$ cat config.mk
export PLATFORM = sky130hd
export DESIGN_NAME = oracle_vector_sequencer
export DESIGN_NICKNAME = d
export VERILOG_FILES = /design/src/rtl/oracle_vector_sequencer_pkg.sv /design/src/rtl/oracle_vector_sequencer_serdes_shift_reg.sv /design/src/rtl/oracle_vector_sequencer.sv
export SDC_FILE = /design/constraint.sdc
export NUM_CORES = 1
export LEC_CHECK = 0
export ABC_AREA = 1
export CORE_UTILIZATION = 54
export CTS_CLUSTER_DIAMETER = 40
export DETAILED_ROUTE_END_ITERATION = 12
export GPL_TIMING_DRIVEN = 0
export HOLD_SLACK_MARGIN = 0.08
export MAX_ROUTING_LAYER = met4
export PLACE_DENSITY = 0.8
export SLEW_MARGIN = 15
export SYNTH_ARGS = -nofsm -noshare
export SYNTH_HDL_FRONTEND = slang
export SYNTH_SLANG_ARGS = --single-unit
$ cat constraint.sdc
create_clock -name CK -period 3.95 [get_ports CK]
set_input_delay 0.79 -clock CK [delete_from_list [all_inputs] [get_ports CK]]
set_output_delay 0.79 -clock CK [all_outputs]
set_load 0.005 [all_outputs]
$ cat src/rtl/oracle_vector_sequencer_pkg.sv
// Shared types and default sizes for the oracle vector sequencer.
package oracle_seq_pkg;

  // Sequencer phases: shift a vector in, clock the DUT, let PO settle, shift the response out.
  typedef enum logic [1:0] {
    LOAD   = 2'd0,
    STEP   = 2'd1,
    SETTLE = 2'd2,
    UNLOAD = 2'd3
  } seq_state_t;

  // Role of a shift-register instance: deserializer (SI -> PI) or serializer (PO -> SO).
  typedef enum logic {
    DIR_IN  = 1'b0,
    DIR_OUT = 1'b1
  } serdes_dir_t;

  // Default sizes match the s713 benchmark: 35 primary inputs, 23 primary outputs.
  localparam int NIN_DEF     = 35;
  localparam int NOUT_DEF    = 23;
  localparam int NSTEP_W_DEF = 4;

endpackage

$ cat src/rtl/oracle_vector_sequencer_serdes_shift_reg.sv
// Right-shifting register used as the input deserializer or the output serializer.
// Bit 0 leaves first and new bits enter at the MSB. After WIDTH shifts, the first bit
// received is in bit 0.
module serdes_shift_reg
  import oracle_seq_pkg::*;
#(
  parameter int          WIDTH = 8,
  parameter serdes_dir_t DIR   = DIR_IN
) (
  input  logic             CK,
  input  logic             RST,
  input  logic             shift_en,
  input  logic             load_en,
  input  logic             ser_in,
  input  logic [WIDTH-1:0] par_in,
  output logic [WIDTH-1:0] word_next,
  output logic             ser_out
);

  logic [WIDTH-1:0] sr;
  logic             fill;

  // The serializer shifts in zeros. Only the deserializer takes in serial data.
  assign fill = (DIR == DIR_IN) ? ser_in : 1'b0;

  // Next register value. A parallel load wins over a shift.
  always_comb begin
    // NOTE: default assignment first so every path assigns word_next (no latch).
    word_next = sr;
    if (load_en) begin
      word_next = par_in;
    end else if (shift_en) begin
      word_next = {fill, sr[WIDTH-1:1]};
    end
  end

  // Shift register state with synchronous clear.
  always_ff @(posedge CK) begin
    // NOTE: non-blocking assignment for clocked state avoids races between flops.
    if (RST) sr <= '0;
    else     sr <= word_next;
  end

  assign ser_out = sr[0];

endmodule

$ cat src/rtl/oracle_vector_sequencer.sv
// Oracle query engine. It deserializes an input vector onto PI and pulses DUT_CE for
// a programmed number of steps. It then captures PO and serializes the response on SO.
module oracle_vector_sequencer
  import oracle_seq_pkg::*;
#(
  parameter int NIN     = NIN_DEF,
  parameter int NOUT    = NOUT_DEF,
  parameter int NSTEP_W = NSTEP_W_DEF
) (
  input  logic               CK,
  input  logic               RST,
  input  logic               SI,
  input  logic               SI_VALID,
  output logic               SI_READY,
  input  logic [NSTEP_W-1:0] NSTEP,
  output logic [NIN-1:0]     PI,
  output logic               DUT_CE,
  input  logic [NOUT-1:0]    PO,
  output logic               SO,
  output logic               SO_VALID,
  input  logic               SO_READY,
  output logic               BUSY
);

  localparam int BIT_W = $clog2(NIN);
  localparam int OUT_W = $clog2(NOUT);

  seq_state_t         state;
  logic [BIT_W-1:0]   bit_cnt;
  logic [OUT_W-1:0]   out_cnt;
  logic [NSTEP_W-1:0] step_cnt;
  logic [NSTEP_W-1:0] step_reg;

  logic               si_beat;
  logic               so_beat;
  logic [NIN-1:0]     in_next;
  logic               unused_in_bit;
  logic [NOUT-1:0]    unused_out_word;

  assign si_beat = SI_VALID && SI_READY;
  assign so_beat = SO_VALID && SO_READY;

  // The deserializer's next value already contains the bit arriving on this beat.
  // On the final beat that value is the complete vector.
  serdes_shift_reg #(.WIDTH(NIN), .DIR(DIR_IN)) u_in_sr (
    .CK        (CK),
    .RST       (RST),
    .shift_en  (si_beat),
    .load_en   (1'b0),
    .ser_in    (SI),
    .par_in    ('0),
    .word_next (in_next),
    .ser_out   (unused_in_bit)
  );

  // The serializer captures PO on the edge that leaves SETTLE. It shifts on each SO beat.
  serdes_shift_reg #(.WIDTH(NOUT), .DIR(DIR_OUT)) u_out_sr (
    .CK        (CK),
    .RST       (RST),
    .shift_en  (so_beat),
    .load_en   (state == SETTLE),
    .ser_in    (1'b0),
    .par_in    (PO),
    .word_next (unused_out_word),
    .ser_out   (SO)
  );

  // BUSY is low only when no vector bits have been accepted yet.
  assign BUSY = !((state == LOAD) && (bit_cnt == '0));

  // Sequencer FSM with registered handshake, enable and PI outputs.
  always_ff @(posedge CK) begin
    if (RST) begin
      state    <= LOAD;
      PI       <= '0;
      DUT_CE   <= 1'b0;
      SO_VALID <= 1'b0;
      SI_READY <= 1'b1;
      bit_cnt  <= '0;
      out_cnt  <= '0;
      step_cnt <= '0;
      step_reg <= '0;
    end else begin
      case (state)
        LOAD: begin
          if (si_beat) begin
            // A zero step count still advances the DUT once.
            if (bit_cnt == '0) begin
              step_reg <= (NSTEP == '0) ? NSTEP_W'(1) : NSTEP;
            end
            if (bit_cnt == BIT_W'(NIN - 1)) begin
              PI       <= in_next;
              bit_cnt  <= '0;
              step_cnt <= '0;
              SI_READY <= 1'b0;
              DUT_CE   <= 1'b1;
              state    <= STEP;
            end else begin
              bit_cnt <= bit_cnt + BIT_W'(1);
            end
          end
        end
        STEP: begin
          if (step_cnt == step_reg - NSTEP_W'(1)) begin
            step_cnt <= '0;
            DUT_CE   <= 1'b0;
            state    <= SETTLE;
          end else begin
            step_cnt <= step_cnt + NSTEP_W'(1);
          end
        end
        SETTLE: begin
          SO_VALID <= 1'b1;
          state    <= UNLOAD;
        end
        UNLOAD: begin
          if (so_beat) begin
            if (out_cnt == OUT_W'(NOUT - 1)) begin
              out_cnt  <= '0;
              SO_VALID <= 1'b0;
              SI_READY <= 1'b1;
              state    <= LOAD;
            end else begin
              out_cnt <= out_cnt + OUT_W'(1);
            end
          end
        end
        default: state <= LOAD;
      endcase
    end
  end

endmodule

==> metrics.txt <==
H-tree levels=4; number of synthesized flops with an enable pin=0; syn avg cell area=7.88 sq um; # setup viols final=0; total gr overflow=0; drt first-iter violations=147; total power=3.58 mW; gpl congestion=0.825; largest net degree at the start of global routing=17; PD cells=573 nW/um^2; Relative slew margins=0.611; R2R Path End=step_cnt[0]; post-route cell area=6250 sq um; final setup TNS=0 ns; register area share after synthesis=0.481; Post-CTS Setup Repair Bufs=0; worst slew pin tran=0.584 ns; PortBufs=70; crit-path max FO=4; Hold Path Class=flip-flop to flip-flop; Crit Path Class=flip-flop to primary output; Die Wd=97.0 microns; Psw=1.13 mW; VDD IR max=0.360 mV; Fin Clk Skew=0.00993 ns; CTS tree=done; yosys warns=0; WL/cell=12.9 microns; clock period minus worst slack=2.80 ns; Layout fillers=678; WP data arrival=2.01 ns; period utilization=0.709; outcome=completed; DP Area=5700 sq um; Crit-path slowest cell=clkdlybuf4s50_1; DR DRC count=0; hold path startpoint=PI[7]; CTS max path bufs=2; commonest non-fill, non-tap cells in the layout=nor2_1, dfxtp_1, nand2_1, clkdlybuf4s50_1, inv_1; #FFs+latches synth=117; FP Rows=34; R2R Setup Slk=2.13 ns; Startpoint Class=flip-flop; biggest regs=PI x35, u_in_sr.sr x35, u_out_sr.sr x23; root buf cell=clkbuf_8; Post-synth ARST share=0; critical path's top delay family=buffers and inverters; largest cells by area after synthesis=dfxtp_1, nor2_1, nand2_1; layout cell share with drive strength beyond 1=0.0764; Hold Path Sink=PI[7]; drt via density=5.15; register share of total power=0.379; Routed Antenna Nets=0; cell taking the most area after synthesis=dfxtp_1; CP bufs+invs=4; via count=4268; crit path cell chain=inv_1, ha_1, inv_2, nor2_1, inv_1, clkdlybuf4s50_1; synthesized area=4870 sq um; CTS resizes=0; clk sinks=117; most frequent CP cell=inv_1; first-pass GRT wire length=18600 microns; Synth Instances=618; # Max-Cap Violations=0; unrepaired setup endpoints after global routing=false; Die ar.=9400 sq um; initial antenna violation count=0; die height=97.0 microns; fin. max-slew vios=0; clock share of power=0.388; Final Util=0.716; sw frac=0.315; cell depth of the worst flop-to-flop path=12; Synth top area share=0.481; Ports=72; Clk pin slew, worst setup/hold paths=0.06 ns; Worst R2R Start=step_reg[0]; final wirelength=10700 microns; Crit. End Element=primary output; fmax=0.357 GHz; vias in the first global route=4236; TritonCTS Buffers=17; area of the core=8720 sq um; gr usage total=0.247; # diodes=0; CP max stage delay=0.48 ns; final hold vios=0; Synth Net Count=661; Starting Density=0.558; Synth-to-Final Area Change=28.3%; hold depth=2; drt pass-1 iters=4; Leak Pwr=2.53 nW; Internal=2.45 mW; Skew-Pair Late Insertion Delay=0.51 ns; CP required=3.16 ns; cts-stage hold buffer count=0; distinct cell type count after synthesis=32; commonest non-fill, non-tap cell in the layout=nor2_1; DPL Wire Length=7500 microns; fin nets=750; Synth Flop Type=dfxtp_1; combinational share of power=0.233
power groups by stage:
stage               registers, mW  clock network (mW)  logic [mW]
floorplan                    1.36                   0       0.606
global placement             1.37                   0       0.783
detailed placement           1.38                   0       0.815
CTS                          1.35                1.40       0.834
global route                 1.37                1.45       0.946
finish                       1.36                1.39       0.835
metrics by stage:
step / hold WS [ns] / std cells / worst slack, ns
after global placement: 0.451 / 796 / 1.57
final: 0.478 / 828 / 1.15
after detailed placement: 0.459 / 796 / 1.55
after CTS: 0.478 / 828 / 1.14
after global routing: 0.501 / 828 / 1.04
after floorplan: 0.440 / 618 / 2.19
metal layers:
layer | vias up | GRT usage | routed length (microns)
met5 | - | - | 0
met4 | 0 | 0.0838 | 149
met3 | 18 | 0.0571 | 382
met2 | 104 | 0.425 | 5290
met1 | 1963 | 0.284 | 4900
li1 | 2183 | - | -
final cells by class:
type,count,area [sq um],area share
sequential,117,2340,0.375
multi-input combinational,413,2140,0.343
timing repair buffer,70,701,0.112
clock buffer,20,435,0.0697
inverter,55,206,0.0330
buffer,33,179,0.0286
tap,108,135,0.0216
clock inverter,12,108,0.0172
synthesized netlist by cell type (2+ instances only):
cell type  instances
buf_6              4
a211oi_1          23
dfxtp_1          117
buf_1              5
buf_4              5
xnor2_1            2
mux2i_1           23
nand3_1           15
inv_1             53
nor3b_1            2
nand2_1          116
a31oi_1           22
xor2_1             2
clkbuf_1          14
o21ai_0           12
a211oi_2           5
ha_1              11
inv_2              2
buf_2              5
a21oi_1           22
nor3_1            12
nor2_1           136
kinds of logic (layout without fill, tap and decap cells):
kind of cell / count (synthesis) / after routing / share of synthesized area
flops: 117 / 117 / 0.481
xor+xnor: 4 / 4 / 0.00720
compound gates: 87 / 87 / 0.118
simple gates: 288 / 288 / 0.239
mux: 23 / 23 / 0.0473
fa+ha+maj: 11 / 11 / 0.0283
buf+inv: 88 / 190 / 0.0792
tightest hold or removal path, delay by kind of cell (launching register included):
| kind | cells | cell delay, ns |
|---|---|---|
| DFF | 1 | 0.32 |
| and+or+nand+nor | 2 | 0.12 |
how the worst max path moves through the flow:
stage          cells past startpoint  slack, ns              end     start
6_report                           6       1.15             BUSY  state[0]
5_1_grt                            6       1.04             BUSY  state[0]
4_1_cts                            6       1.14             BUSY  state[0]
3_5_place_dp                       6       1.55  u_out_sr.sr[20]  SO_READY
3_3_place_gp                       8       1.57      step_reg[3]  SI_VALID
2_1_floorplan                      4       2.19           PI[28]       RST
No activity file was read; power rests on OpenSTA's default activity.
